<file path="src/rtl/instr_sequencer.sv">
// Program sequencer for the processor's instruction side: a small program memory that
// presents instruction/immediate words on DIN and runs the Run/Done handshake.
module instr_sequencer #(
  parameter int ADDR_W  = 5,
  parameter int TIMEOUT = 7
) (
  input  logic              Clock,
  input  logic              Resetn,
  input  logic              start,
  input  logic [ADDR_W-1:0] last_addr,
  input  logic              wr_en,
  input  logic [ADDR_W-1:0] wr_addr,
  input  logic [15:0]       wr_data,
  input  logic              Done,
  output logic [15:0]       DIN,
  output logic              Run,
  output logic              busy,
  output logic [ADDR_W-1:0] pc,
  output logic [7:0]        instr_count,
  output logic              error
);

  localparam int DEPTH = 1 << ADDR_W;
  localparam int CW    = (TIMEOUT < 2) ? 1 : $clog2(TIMEOUT + 1);
  localparam logic [2:0]      OP_MVI = 3'b001;
  localparam logic [ADDR_W:0] STEP1  = (ADDR_W+1)'(1);
  localparam logic [ADDR_W:0] STEP2  = (ADDR_W+1)'(2);

  typedef enum logic [1:0] {
    S_IDLE,
    S_ISSUE,
    S_EXEC,
    S_ERR
  } state_t;

  state_t            state_q;
  logic [15:0]       mem_q [DEPTH];
  logic [ADDR_W-1:0] pc_q;
  logic [ADDR_W-1:0] last_q;
  logic [7:0]        cnt_q;
  logic [CW-1:0]     tmo_q;
  logic              run_q;
  logic              err_q;

  logic [15:0]       cur_w;
  logic [15:0]       imm_w;
  logic [ADDR_W-1:0] pc_inc;
  logic              is_mvi;
  logic [ADDR_W:0]   next_d;
  logic [CW-1:0]     tmo_d;

  assign cur_w  = mem_q[pc_q];
  assign pc_inc = pc_q + 1'b1;
  assign imm_w  = mem_q[pc_inc];
  assign is_mvi = (cur_w[15:13] == OP_MVI);
  // One extra bit so a program ending at the top address cannot wrap back to 0.
  assign next_d = {1'b0, pc_q} + (is_mvi ? STEP2 : STEP1);
  assign tmo_d  = tmo_q + 1'b1;

  // Writes are locked out while a program runs, so mem[pc] is stable during EXEC.
  always_ff @(posedge Clock) begin
    if (wr_en && !run_q) begin
      mem_q[wr_addr] <= wr_data;
    end
  end

  always_ff @(posedge Clock) begin
    if (!Resetn) begin
      state_q <= S_IDLE;
      pc_q    <= '0;
      last_q  <= '0;
      cnt_q   <= '0;
      tmo_q   <= '0;
      run_q   <= 1'b0;
      err_q   <= 1'b0;
    end else begin
      case (state_q)
        S_IDLE, S_ERR: begin
          if (start) begin
            state_q <= S_ISSUE;
            pc_q    <= '0;
            cnt_q   <= '0;
            last_q  <= last_addr;
            err_q   <= 1'b0;
            run_q   <= 1'b1;
          end
        end
        S_ISSUE: begin
          if (is_mvi && (pc_q == last_q)) begin
            state_q <= S_ERR;
            err_q   <= 1'b1;
            run_q   <= 1'b0;
          end else begin
            state_q <= S_EXEC;
            tmo_q   <= '0;
          end
        end
        S_EXEC: begin
          if (Done) begin
            cnt_q <= cnt_q + 8'd1;
            if (next_d > {1'b0, last_q}) begin
              state_q <= S_IDLE;
              run_q   <= 1'b0;
            end else begin
              state_q <= S_ISSUE;
              pc_q    <= next_d[ADDR_W-1:0];
            end
          end else begin
            tmo_q <= tmo_d;
            if (tmo_d == CW'(TIMEOUT)) begin
              state_q <= S_ERR;
              err_q   <= 1'b1;
              run_q   <= 1'b0;
            end
          end
        end
        default: begin
          state_q <= S_IDLE;
          run_q   <= 1'b0;
        end
      endcase
    end
  end

  always_comb begin
    DIN = '0;
    if (state_q == S_ISSUE) begin
      DIN = cur_w;
    end else if (state_q == S_EXEC) begin
      DIN = is_mvi ? imm_w : cur_w;
    end
  end

  assign Run         = run_q;
  assign busy        = run_q;
  assign pc          = pc_q;
  assign instr_count = cnt_q;
  assign error       = err_q;

endmodule

</file>
<file path="config.mk">
export PLATFORM = sky130hd
export DESIGN_NAME = instr_sequencer
export DESIGN_NICKNAME = d
export VERILOG_FILES = /design/src/rtl/instr_sequencer.sv
export SDC_FILE = /design/constraint.sdc
export NUM_CORES = 1
export LEC_CHECK = 0
export CAP_MARGIN = 10
export CORE_MARGIN = 2
export CORE_UTILIZATION = 60
export CTS_BUF_LIST = sky130_fd_sc_hd__clkbuf_8
export CTS_CLUSTER_SIZE = 8
export DETAILED_ROUTE_END_ITERATION = 8
export PLACE_DENSITY = 0.89
export SLEW_MARGIN = 20
export SYNTH_ARGS = -nofsm -noshare
export SYNTH_HDL_FRONTEND = slang
export SYNTH_SLANG_ARGS = --single-unit
</file>
<file path="constraint.sdc">
create_clock -name Clock -period 6 [get_ports Clock]
set_clock_uncertainty 0.2 [all_clocks]
set_input_delay 1.8 -clock Clock [delete_from_list [all_inputs] [get_ports Clock]]
set_output_delay 1.8 -clock Clock [all_outputs]
set_load 0.005 [all_outputs]
</file>
Word level (Yosys, flattened, before mapping)
Memory sizes are Yosys's and may differ from the RTL's. A register that Yosys moved wholly into a read port is not among the register bits.
Index checks and enable logic that the tools add are counted.
- register bits after elaboration: 25
- memory bits (writable): 512
- bits of input ports: 31
- output and inout port bits: 32
- logic and storage cells: 77
- memories kept: 1
- $add $sub $neg: 4
- order comparisons: 1
- eq/ne operators: 15
- multiplexer cells: 35
- reduce and logical (&&, ||, !) cells: 14
- memory list (name ; depth ; width ; rd ports ; clocked after memory_dff ; write ports ; RTL line ; text):
    mem_q ; 32 ; 16 ; 2 ; 1 ; 1 ; 37 ; logic [15:0] mem_q [DEPTH];
- operators with widths (cell ; count):
    $mux W16 ; 3
    $mux W5 ; 5
    $mux W8 ; 2
    $pmux W8 S2 ; 1
    $ne A2 B2 Y1 const B ; 7
    $mux W1 ; 13
    $reduce_and A4 Y1 ; 3
    $pmux W5 S2 ; 1
    $add A8 B1 Y8 const B ; 1
    $mux W2 ; 4
    $add A5 B2 Y6 ; 1
    $gt A6 B5 Y1 ; 1
    $mux W3 ; 2
    $ne A3 B3 Y1 const B ; 2
    $pmux W1 S3 ; 2
    $pmux W2 S3 ; 1
    $pmux W3 S2 ; 1
    $reduce_and A3 Y1 ; 2
    $add A5 B1 Y5 const B ; 1
    $eq A5 B5 Y1 ; 1
    $eq A2 B2 Y1 const B ; 2
    $reduce_and A2 Y1 ; 2
    $reduce_bool A2 Y1 ; 2
    $add A3 B1 Y3 const B ; 1
    7 further kinds ; 8

Longest topological paths before layout
Gate-level depths: netlist of the first run.
- depth in word-level cells: 9
- depth in mapped cells: 21

Worst setup path after synthesis of the first run
Ideal clock, no wire load.
- path kind: reg2out
- start: register pc_q[0], in the netlist pc[0]
- end: output port DIN[10]
- data arrival time: 3.048 ns
- setup slack: 0.952 ns
- cell stages (with the launch flop): 10
- buffers on the path: 2
- path through: dfxtp_1 > ha_1 > clkbuf_1 > buf_1 > mux4_2 > mux4_2 > mux2i_1 > o22ai_1 > nand2_1 > o21ai_0
- longest elaborated chain between the ends: 5
- ends and longest elaborated chain (element ; RTL line ; text):
    start: declaration ; 38 ; logic [ADDR_W-1:0] pc_q;
    start signal: assignment ; 106 ; pc_q <= next_d[ADDR_W-1:0];
    $add A5 B1 Y5 ; 53 ; assign pc_inc = pc_q + 1'b1;
    $mem_v2 Z32 W16 ; -- ;
    $mux W16 ; 130 ; DIN = is_mvi ? imm_w : cur_w;
    $mux W16 ; 129 ; end else if (state_q == S_EXEC) begin
    $mux W16 ; 127 ; if (state_q == S_ISSUE) begin
    end: declaration ; 15 ; output logic [15:0] DIN,
No other way between the ends.

==> results of run 1 <==
==> state kept, by name, indices dropped and copies added (netlist names), named ones only <==
name and cells:
last_q 5, state_q 2, instr_count 8, Run 1
tmo_q 3, pc 5, error 1, mem_q 512
==> cell type report <==
type | count | area [um2]
multi-input combinational | 604 | 9170
timing repair buffer | 132 | 1250
antenna | 1 | 2.50
tap | 539 | 674
sequential | 542 | 16000
clock inverter | 51 | 262
fill | 2429 | 13200
inverter | 15 | 56.3
clock buffer | 88 | 1210
==> routing by layer <==
metal,track usage (%),wire (um),up-vias
li1,-,-,5654
met1,44.2,22800,7502
met3,9.23,10400,220
met4,13.2,2950,4
met2,47.9,31500,1337
met5,0,21,-
==> repair_timing <==
action                                  in CTS  in global routing
setup buffers                                2                  0
hold buffers                                 0                  0
endpoints found under the setup margin      14                  6
gates resized for setup                     19                  7
==> worst max path at each step <==
stage	from	to	slack, ns	depth (start not counted)
floorplan	pc[0]	DIN[10]	0.95	9
global placement	flip-flop	DIN[4]	0.24	9
detailed placement	flip-flop	DIN[4]	0.16	9
CTS	flip-flop	DIN[8]	0.04	11
global route	flip-flop	DIN[0]	0.02	11
finish	flip-flop	DIN[0]	0.12	11
==> cells by family after synthesis <==
logic type                 share of synthesized area (%)
and+or+nand+nor                                     2.49
muxes                                               29.7
xor gates and xnor gates                           0.655
buffers and inverters                               1.62
AOI/OAI and AO/OA                                   1.92
adders and majority gates                          0.685
DFF                                                 62.9
==> cell usage in the layout (no fill, tap or decap), drive strengths merged, types with 6 or more instances in the layout <==
| master | n |
|---|---|
| xor2 | 13 |
| mux2i | 35 |
| clkdlybuf4s50 | 47 |
| o22ai | 14 |
| clkbuf | 89 |
| edfxtp | 512 |
| buf | 72 |
| dfxtp | 30 |
| ha | 13 |
| dlygate4sd2 | 11 |
| inv | 43 |
| o21a | 6 |
| xnor2 | 6 |
| nand3 | 11 |
| nor2 | 61 |
| a21oi | 12 |
| clkinv | 19 |
| o21ai | 21 |
| mux4 | 318 |
| nand2 | 37 |
==> critical path: stages (launching register included) <==
cell	delay (ns)
dfxtp_4	0.36
buf_6	0.18
mux4_2	0.53
mux4_2	0.48
mux2_2	0.31
and4bb_2	0.35
nand2_2	0.11
buf_12	0.17
o22ai_1	0.23
nand2_1	0.11
o21ai_2	0.13
dlygate4sd2_1	0.28
==> per-stage QoR <==
| step | hold WS [ns] | cell area [um2] | util (%) | setup slack (ns) |
|---|---|---|---|---|
| final | 0.305 | 28600 | 68.4 | 0.121 |
| after global routing | 0.319 | 28600 | 68.3 | 0.0166 |
| after CTS | 0.307 | 28600 | 68.3 | 0.0355 |
| after detailed placement | 0.294 | 27100 | 64.7 | 0.155 |
| after global placement | 0.285 | 27100 | 64.7 | 0.239 |
| after floorplan | 0.268 | 25400 | - | 0.952 |
==> power groups by stage <==
stage | Combinational, mW | Clock, mW | Sequential [mW]
floorplan | 0.261 | 0 | 4.28
global placement | 0.492 | 0 | 4.29
detailed placement | 0.507 | 0 | 4.30
CTS | 0.500 | 2.83 | 4.22
global route | 0.537 | 2.98 | 4.22
finish | 0.507 | 2.81 | 4.22
==> summary.md, run 1 <==
| Metric | Value |
|---|---|
| Worst Path Required | 4.00 ns |
| WS Path Type | reg -> out |
| CP arrival | roughly 3.9 ns |
| H-tree Lvls | 3 |
| Peak VDD IR | 0.190 mV |
| Top area cells in the synthesized netlist | edfxtp_1 61%, mux4_2 28%, dfxtp_1 2.4%, mux2i_1 1.4%, nor2_1 0.90% |
| Die Span Y | between 200 and 250 um |
| Initial antenna violation count | 2 |
| Max-Cap Viols | 0 |
| Clock Sinks | between 500 and 600 |
| Final WL | slightly below 70000 um |
| Root Driver | clkbuf_8 |
| Async set or reset register ratio after synthesis | 0% |
| Ys flop type | edfxtp_1 |
| Lkg Pwr | slightly below 9 nW |
| HP Start | error |
| Cell Pwr Density | 263 mW/mm2 |
| TritonCTS clock tree | done |
| Largest net degree at the start of global routing | between 100 and 150 |
| Switching portion of total power | between 20% and 30% |
| Routed length per instance | between 30 and 40 um |
| Final #Nets | around 1.4k |
| First-pass GRT wire length | around 99000 um |
| Non-Filler Instances | slightly below 2k |
| Post-synthesis sequential area ratio | 62.9% |
| Status | completed |
| Min-Delay Path Class | reg -> reg |
| I/O pins | 63 |
| RSZ-0062 raised after global routing | no |
| Most frequent cell after synthesis | edfxtp_1 |
| Mapped Area | roughly 0.025 mm2 |
| Vias in the first global route | ~15k |
| R2R cell count | 19 |
| Mapped Cells | 1249 |
| WHS Endpoint | error |
| Synth cell types | 49 |
| Placed Cells | 1830 |
| CTS Buf Count | 86 |
| Chip width | 210 um |
| Sw power | ~1.8 mW |
| Worst Hold Depth | 1 |
| FF+latch count, synth | 542 |
| Slew Limit Fails | 0 |
| Via count | between 10k and 15k |
| Area grow syn2layout | 12.7% |
| Pre-antenna DRT Iters | 6 |
| Clk pin slew, worst setup/hold paths | 0.06 ns |
| Reg power frac | 56.0% |
| F_max | 170 MHz |
| Min Tclk post-route | 5.88 ns |
| Vias per Instance | roughly 7.5 |
| Number of synthesized flops with an enable pin | 512 |
| Grt total ovfl | 0 |
| Mapped Nets | 1293 |
| DRT antenna net count | 0 |
| Area leader, netlist | edfxtp_1 |
| Crit share post-route | between 90 and 100% |
| Worst-skew pair later-pin latency | approximately 0.65 ns |
| GRT Overall Usage | a little under a third |
| Layout cells sized above 1 | between 30% and 40% |
| Post-DP HPWL | approximately 41000 um |
| Worst-Margin Slew | 1.08 ns |
| DIE AREA | 0.0440 mm2 |
| Final Hold Fails | 0 |
| Row count | 75 |
| Final setup violation count | 0 |
| Clock power share | approximately 37% |
| Combinational group share of total power | 6.7% |
| Starting Density | ~61% |
| CP endpoint kind | primary output |
| Power Total | around 7.5 mW |
| Top cell type's share of synthesized area | 60.5% |
| Slew HR | between 20 and 30% |
| Final RePlAce weighted congestion | roughly 0.85 |
| Leading cell types by count after synthesis | 512 x edfxtp_1, 318 x mux4_2, 61 x nor2_1 |
| Syn_area_per_cell | about 20 um2 |
| # DRC | 0 |
| 1st-iter DRT viols | approximately 2.6k |
| Internal power | 5.79 mW |
| Setup_tns | 0 ns |
| Yosys Warn Count | 0 |
| R2R setup slack | ~0.69 ns |
| CP max FO | 12 |
| Clock Tree Buf Depth | 3 |
| Core area | around 0.042 mm2 |
| Crit start category | flip-flop |
| Port-buffer cells | between 60 and 70 |
Power figures use the tool's default switching activity.
==> inputs of run 2 (changes only) <==
--- a/config.mk
+++ b/config.mk
@@ -7,11 +7,12 @@
 export LEC_CHECK = 0
 export CAP_MARGIN = 10
 export CORE_MARGIN = 2
-export CORE_UTILIZATION = 60
+export CORE_UTILIZATION = 35
 export CTS_BUF_LIST = sky130_fd_sc_hd__clkbuf_8
 export CTS_CLUSTER_SIZE = 8
 export DETAILED_ROUTE_END_ITERATION = 8
-export PLACE_DENSITY = 0.89
+export PLACE_DENSITY = 0.61
+export REMOVE_ABC_BUFFERS = 1
 export SLEW_MARGIN = 20
 export SYNTH_ARGS = -nofsm -noshare
 export SYNTH_HDL_FRONTEND = slang
==> run 2 against run 1 <==
Core utilization down 27 points. Sequential power about the same. Critical path type unchanged. First-iteration DRC count down 38%. Clock power grew 8.9%. Combinational power is 3.9% higher. Sequential share of layout area is 1.8 points lower. Worst hold slack about the same. Setup slack better by 0.031 ns. Final cell count is 23% higher. Via count is 3.5% lower. Maximum frequency up 0.54%. Critical path depth unchanged.
==> summary.md, run 2 (synthesis results as in run 1) <==
| Metric | Value |
|---|---|
| I/O pins | 63 (unchanged) |
| CP endpoint kind | primary output |
| H-tree Lvls | 3 (unchanged) |
| Core area | 0.0716 mm2 (+71%) |
| GRT Overall Usage | 19.5% (-12 points) |
| Non-Filler Instances | 2423 (+23%) |
| Starting Density | 35.5% (-25 points) |
| Fillcell total | 6261 (+160%) |
| Final RePlAce weighted congestion | 0.787 (-8.0%) |
| Routed length per instance | 29.7 um (-13%) |
| Worst stage delay on the critical path | 0.50 ns (-0.03 ns) |
| CP arrival | 3.85 ns (-0.03 ns) |
| Worst Path Required | 4.00 ns (about the same) |
| Final #Nets | 1448 (+1.6%) |
| Vias in the first global route | 14.5k (-3.4%) |
| Crit share post-route | 97.5% (-0.52 points) |
| Power Total | 7.80 mW (+3.4%) |
| Slowest CP cell | mux4_2 |
| RSZ-0062 raised after global routing | no |
| CP most frequent cell | mux4_2 |
| Commonest non-fill, non-tap cell in the layout | edfxtp_1 |
| CP delay by family, top | multiplexers |
| Path length in cells of the critical path | 11 (unchanged) |
| First-pass GRT wire length | 104000 um (+4.9%) |
| DRT antenna net count | 0 (unchanged) |
| F_max | 171 MHz (+0.54%) |
| Worst-skew pair later-pin latency | 0.71 ns (+0.06 ns) |
| Vias per Instance | 5.86 (-21%) |
| Layout Utilization | 41.3% (-27 points) |
| TritonCTS clock tree | done |
| Via count | 14.2k (-3.5%) |
| Met1 Use GR | 26.4% (-18 points) |
| Largest net degree at the start of global routing | 68 (-49%) |
| Slew Limit Fails | 0 (unchanged) |
| Post-DP HPWL | 42000 um (+1.3%) |
| Max-Cap Viols | 0 (unchanged) |
| Clock Sinks | 542 (unchanged) |
| Crit-path cells | buf_12, mux4_2, mux4_2, mux2_2, and4bb_1, buf_4, buf_6, o22ai_1, nand2_1, o21ai_0, dlygate4sd2_1 |
| Crit path to | DIN[1] |
| Worst-Margin Slew | 1.11 ns (+0.0310 ns) |
| HP Start | last_q[4] |
| Row count | 98 (+31%) |
| Lkg Pwr | 9.18 nW (+3.4%) |
| Min Tclk post-route | 5.85 ns (-0.0315 ns) |
| Clock Tree Buf Depth | 3 (unchanged) |
| 1st-iter DRT viols | 1616 (-38%) |
| Port-buffer cells | 62 (unchanged) |
| Layout cells sized above 1 | 39.3% (+1.4 points) |
| Final setup violation count | 0 (unchanged) |
| GR Util met3 | 5.09% (-4.1 points) |
| CTS Buf Count | 91 (+5.8%) |
| Final Hold Fails | 0 (unchanged) |
| Area grow syn2layout | 16.5% |
| Setup_tns | 0 ns (unchanged) |
| Grt total ovfl | 0 (unchanged) |
| R2R cell count | 20 (+1) |
| DIE AREA | 0.0747 mm2 (+70%) |
| Min-Delay Path Class | reg -> reg |
| Die Span Y | 273 um (+30%) |
| Pre-antenna DRT Iters | 5 (-1) |
| Buffer and inverter count on the worst path | 4 (+1) |
| Layer with the highest usage | met2 |
| Clk pin slew, worst setup/hold paths | 0.06 ns (about the same) |
| Peak VDD IR | 0.132 mV (-30%) |
| # DRC | 0 (unchanged) |
| Placed Cells | 2242 (+23%) |
| Met2 usage | 31.0% (-17 points) |
| Final WL | 72000 um (+6.4%) |
| Most frequent cells in the layout | 512 x edfxtp_1, 318 x mux4_2, 93 x clkbuf_8 |
| WS Path Type | reg -> out |
| Cell Pwr Density | 263 mW/mm2 (about the same) |
| Crit start category | flip-flop |
| CP max FO | 15 (+3) |
| Reg with most FFs | mem_q |
| Slew HR | 25.7% (-2.1 points) |
| Chip width | 273 um (+30%) |
| Max reg flops | 512 (unchanged) |
| Status | completed |
| Hold_buf cts | 0 (unchanged) |
| R2R setup slack | 0.62 ns (-0.07 ns) |
| Root Driver | clkbuf_8 |
| Initial antenna violation count | 2 (unchanged) |
[run 2: worst min-delay path, stage by stage, from the launching register on]
cell      delay [ns]
dfxtp_1         0.33
nand2_1         0.06
a21boi_0        0.06
[run 2: worst min path at each step]
| stage | to | slack, ns | cells past startpoint |
|---|---|---|---|
| after floorplan | last_q[2] | 0.27 | 2 |
| after global placement | Run | 0.29 | 2 |
| after detailed placement | last_q[4] | 0.30 | 2 |
| after CTS | last_q[4] | 0.31 | 2 |
| after global routing | error | 0.33 | 1 |
| final | last_q[4] | 0.31 | 2 |
[run 2: layout make-up]
class	count	area, um2	area share (%)
clock buffer	93	1280	4.33
multi-input combinational	604	9160	30.9
timing repair buffer	150	1540	5.19
tap	950	1190	4.02
sequential	542	16000	54.1
antenna	2	5.00	0.0169
clock inverter	67	374	1.26
inverter	15	56.3	0.190
[run 2: stage by stage]
step	setup slack (ns)	hold WS, ns	area [um2]
3_3_place_gp	0.418	0.288	27700
4_1_cts	-0.129	0.307	29500
3_5_place_dp	0.386	0.298	27700
2_1_floorplan	-5.66	0.268	25000
6_report	0.153	0.305	29600
5_1_grt	0.0187	0.334	29600
[run 2: what timing repair did]
action,CTS,global route
setup endpoints to repair,16,15
gates resized for setup,19,8
pin swaps,1,2
cloned,1,0
setup buffers,7,11
[run 2: routing by layer]
layer | routed length, um | share of wire, %
met5 | 0 | 0
met4 | 1960 | 2.7
met3 | 6180 | 8.6
met2 | 34500 | 48
met1 | 29400 | 41
[run 2: report_power, final]
group	internal, mW	total (mW)	switching (mW)
logic	0.207	0.527	0.320
registers	4.19	4.21	0.0258
clock network	1.54	3.06	1.52
total	5.93	7.80	1.86
==> inputs of run 3 (changes only) <==
--- a/config.mk
+++ b/config.mk
@@ -7,11 +7,11 @@
 export LEC_CHECK = 0
 export CAP_MARGIN = 10
 export CORE_MARGIN = 2
-export CORE_UTILIZATION = 35
+export CORE_UTILIZATION = 57
 export CTS_BUF_LIST = sky130_fd_sc_hd__clkbuf_8
 export CTS_CLUSTER_SIZE = 8
 export DETAILED_ROUTE_END_ITERATION = 8
-export PLACE_DENSITY = 0.61
+export PLACE_DENSITY = 0.85
 export REMOVE_ABC_BUFFERS = 1
 export SLEW_MARGIN = 20
 export SYNTH_ARGS = -nofsm -noshare
==> run 3 against run 2 <==
Combinational power is 3% lower. Maximum frequency is 1.8% lower. Critical path depth is 2 lower. First-iteration DRC count is 41% higher.
==> summary.md, run 3 (synthesis results as in run 1) <==
| Metric | Value |
|---|---|
| Vias per Instance | 7.15 (+22%) |
| H-tree Lvls | 3 (unchanged) |
| I/O pins | 63 (unchanged) |
| Root Driver | clkbuf_8 |
| First-pass GRT wire length | 98900 um (-4.8%) |
| Slew Limit Fails | 0 (unchanged) |
| Port-buffer cells | 62 (unchanged) |
| Lkg Pwr | 8.97 nW (-2.3%) |
| Clock Tree Buf Depth | 3 (unchanged) |
| Max-Cap Viols | 0 (unchanged) |
| Slew HR | 25.0% (-0.67 points) |
| Crit start category | flip-flop |
| Clock power share | 37.4% (-1.8 points) |
| HP Start | last_q[1] |
| Final Hold Fails | 0 (unchanged) |
| Area grow syn2layout | 13.3% |
| CTS Buf Count | 87 (-4.4%) |
| Layout cells sized above 1 | 37.7% (-1.6 points) |
| Slowest CP cell | dfxtp_4 |
| CP max FO | 26 (+11) |
| Worst-Margin Slew | 1.12 ns (+0.00997 ns) |
| Final #Nets | 1430 (-1.2%) |
| Initial antenna violation count | 1 (-1) |
| Starting Density | 57.5% (+22 points) |
| 1st-iter DRT viols | 2285 (+41%) |
| Core area | 0.0441 mm2 (-38%) |
| Layout Utilization | 65.2% (+24 points) |
| DRT antenna net count | 0 (unchanged) |
| Clk pin slew, worst setup/hold paths | 0.06 ns (about the same) |
| Min Tclk post-route | 5.95 ns (+0.105 ns) |
| Die Span Y | 215 um (-21%) |
| Chip width | 215 um (-21%) |
| Power Total | 7.56 mW (-3.0%) |
| Status | completed |
| WS Path Type | reg -> out |
| Sw power | 1.76 mW (-5.5%) |
| Buffer and inverter count on the worst path | 2 (-2) |
| Max reg flops | 512 (unchanged) |
| Crit-path cells | mux4_2, mux4_2, mux2_2, and4bb_2, buf_6, o22ai_1, nand2_1, o21ai_0, clkdlybuf4s50_1 |
| Switching portion of total power | 23.3% (-0.61 points) |
| # DRC | 0 (unchanged) |
| Most frequent cells in the layout | 512 x edfxtp_1, 318 x mux4_2, 89 x clkbuf_8 |
| Worst stage delay on the critical path | 0.62 ns (+0.12 ns) |
| Reg with most FFs | mem_q |
| Worst Path Required | 4.00 ns (about the same) |
| Internal power | 5.80 mW (-2.2%) |
| Worst-skew pair later-pin latency | 0.66 ns (-0.05 ns) |
| RSZ-0062 raised after global routing | yes |
| Final WL | 68100 um (-5.5%) |
| R2R cell count | 18 (-10%) |
| DIE AREA | 0.0463 mm2 (-38%) |
| Combinational group share of total power | 6.7% (about the same) |
| Routed length per instance | 33.4 um (+12%) |
| GRT Overall Usage | 30.0% (+11 points) |
| Final setup violation count | 0 (unchanged) |
| CP most frequent cell | mux4_2 |
| Commonest non-fill, non-tap cell in the layout | edfxtp_1 |
| TritonCTS clock tree | done |
| CP arrival | 3.95 ns (+0.10 ns) |
| Clock Sinks | 542 (unchanged) |
| Hold_buf cts | 0 (unchanged) |
| Worst Hold Depth | 2 (unchanged) |
| Row count | 77 (-21%) |
| Path length in cells of the critical path | 9 (-2) |
| CP endpoint kind | primary output |
| F_max | 168 MHz (-1.8%) |
| Grt total ovfl | 0 (unchanged) |
| Post-DP HPWL | 41200 um (-2.0%) |
| Min-Delay Path Class | reg -> reg |
| Cell Pwr Density | 263 mW/mm2 (-0.23%) |
| Pre-antenna DRT Iters | 5 (unchanged) |
| Reg power frac | 55.8% (+1.8 points) |
| Largest net degree at the start of global routing | 121 (+78%) |
| CP delay by family, top | multiplexers |
| Peak VDD IR | 0.137 mV (+3.4%) |
| Vias in the first global route | 15.0k (+3.1%) |
| Crit share post-route | 99.2% (+1.8 points) |
| Final RePlAce weighted congestion | 0.857 (+8.9%) |
| Via count | 14.6k (+2.6%) |
==> run 3: changes by cell type in the layout (fill, tap and decap cells not counted), sizes merged, moves of 2 or more <==
cell,previous run,this run
clkinvlp,1,3
buf,95,75
clkdlybuf4s50,39,48
inv,49,46
clkinv,30,23
dlygate4sd2,11,8
clkbuf,93,89
==> run 3: cell type report <==
class	count	area [um2]
Antenna cell	1	2.50
Clock buffer	89	1220
Clock inverter	58	265
Fill cell	2825	15300
Inverter	15	56.3
Multi-Input combinational cell	604	9170
Sequential cell	542	16000
Tap cell	592	741
Timing Repair Buffer	136	1330
==> run 3: repair_timing <==
action                                  in CTS  in global routing
buffers inserted                             4                  1
pin swaps                                    2                  2
endpoints found under the setup margin      16                  6
gates resized for setup                     17                  6
==> run 3: path summary, 6_finish.rpt <==
kind | endpoint | slack, ns
worst min-delay path | last_q[1] | 0.32
worst max-delay path | DIN[11] | 0.05
worst max register to register | flip-flop | 0.55
worst min register to register | last_q[1] | 0.32
==> run 3: per-layer routing <==
metal / vias up / track usage, % / routed length [um]
li1: 5669 / - / -
met1: 7355 / 38.5 / 22000
met2: 1304 / 47.0 / 32500
met3: 244 / 8.96 / 9690
met4: 0 / 15.5 / 3850
met5: - / 0 / 0
==> run 3: power groups by stage <==
| stage | Sequential, mW | Clock (mW) | Combinational, mW |
|---|---|---|---|
| 2_1_floorplan | 4.30 | 0 | 0.255 |
| 3_3_place_gp | 4.29 | 0 | 0.493 |
| 3_5_place_dp | 4.30 | 0 | 0.506 |
| 4_1_cts | 4.22 | 2.86 | 0.505 |
| 5_1_grt | 4.22 | 3.01 | 0.541 |
| 6_report | 4.22 | 2.83 | 0.510 |
==> run 3: tightest hold or removal path, cell delays in order (launching register included) <==
cell and delay [ns]:
dfxtp_1 0.34, nand2_1 0.06, a21boi_0 0.07
==> run 3: metrics by stage <==
| stage | setup TNS (ns) | setup WS (ns) | instance area [um2] | std cells | hold WS, ns |
|---|---|---|---|---|---|
| after detailed placement | 0 | 0.213 | 27200 | 1884 | 0.304 |
| after global placement | 0 | 0.329 | 27200 | 1884 | 0.284 |
| after CTS | 0 | 0.00588 | 28800 | 2035 | 0.320 |
| after global routing | -0.0590 | -0.0590 | 28800 | 2037 | 0.347 |
| after floorplan | -126.15 | -5.66 | 25000 | 1161 | 0.268 |
| final | 0 | 0.0476 | 28800 | 2037 | 0.324 |
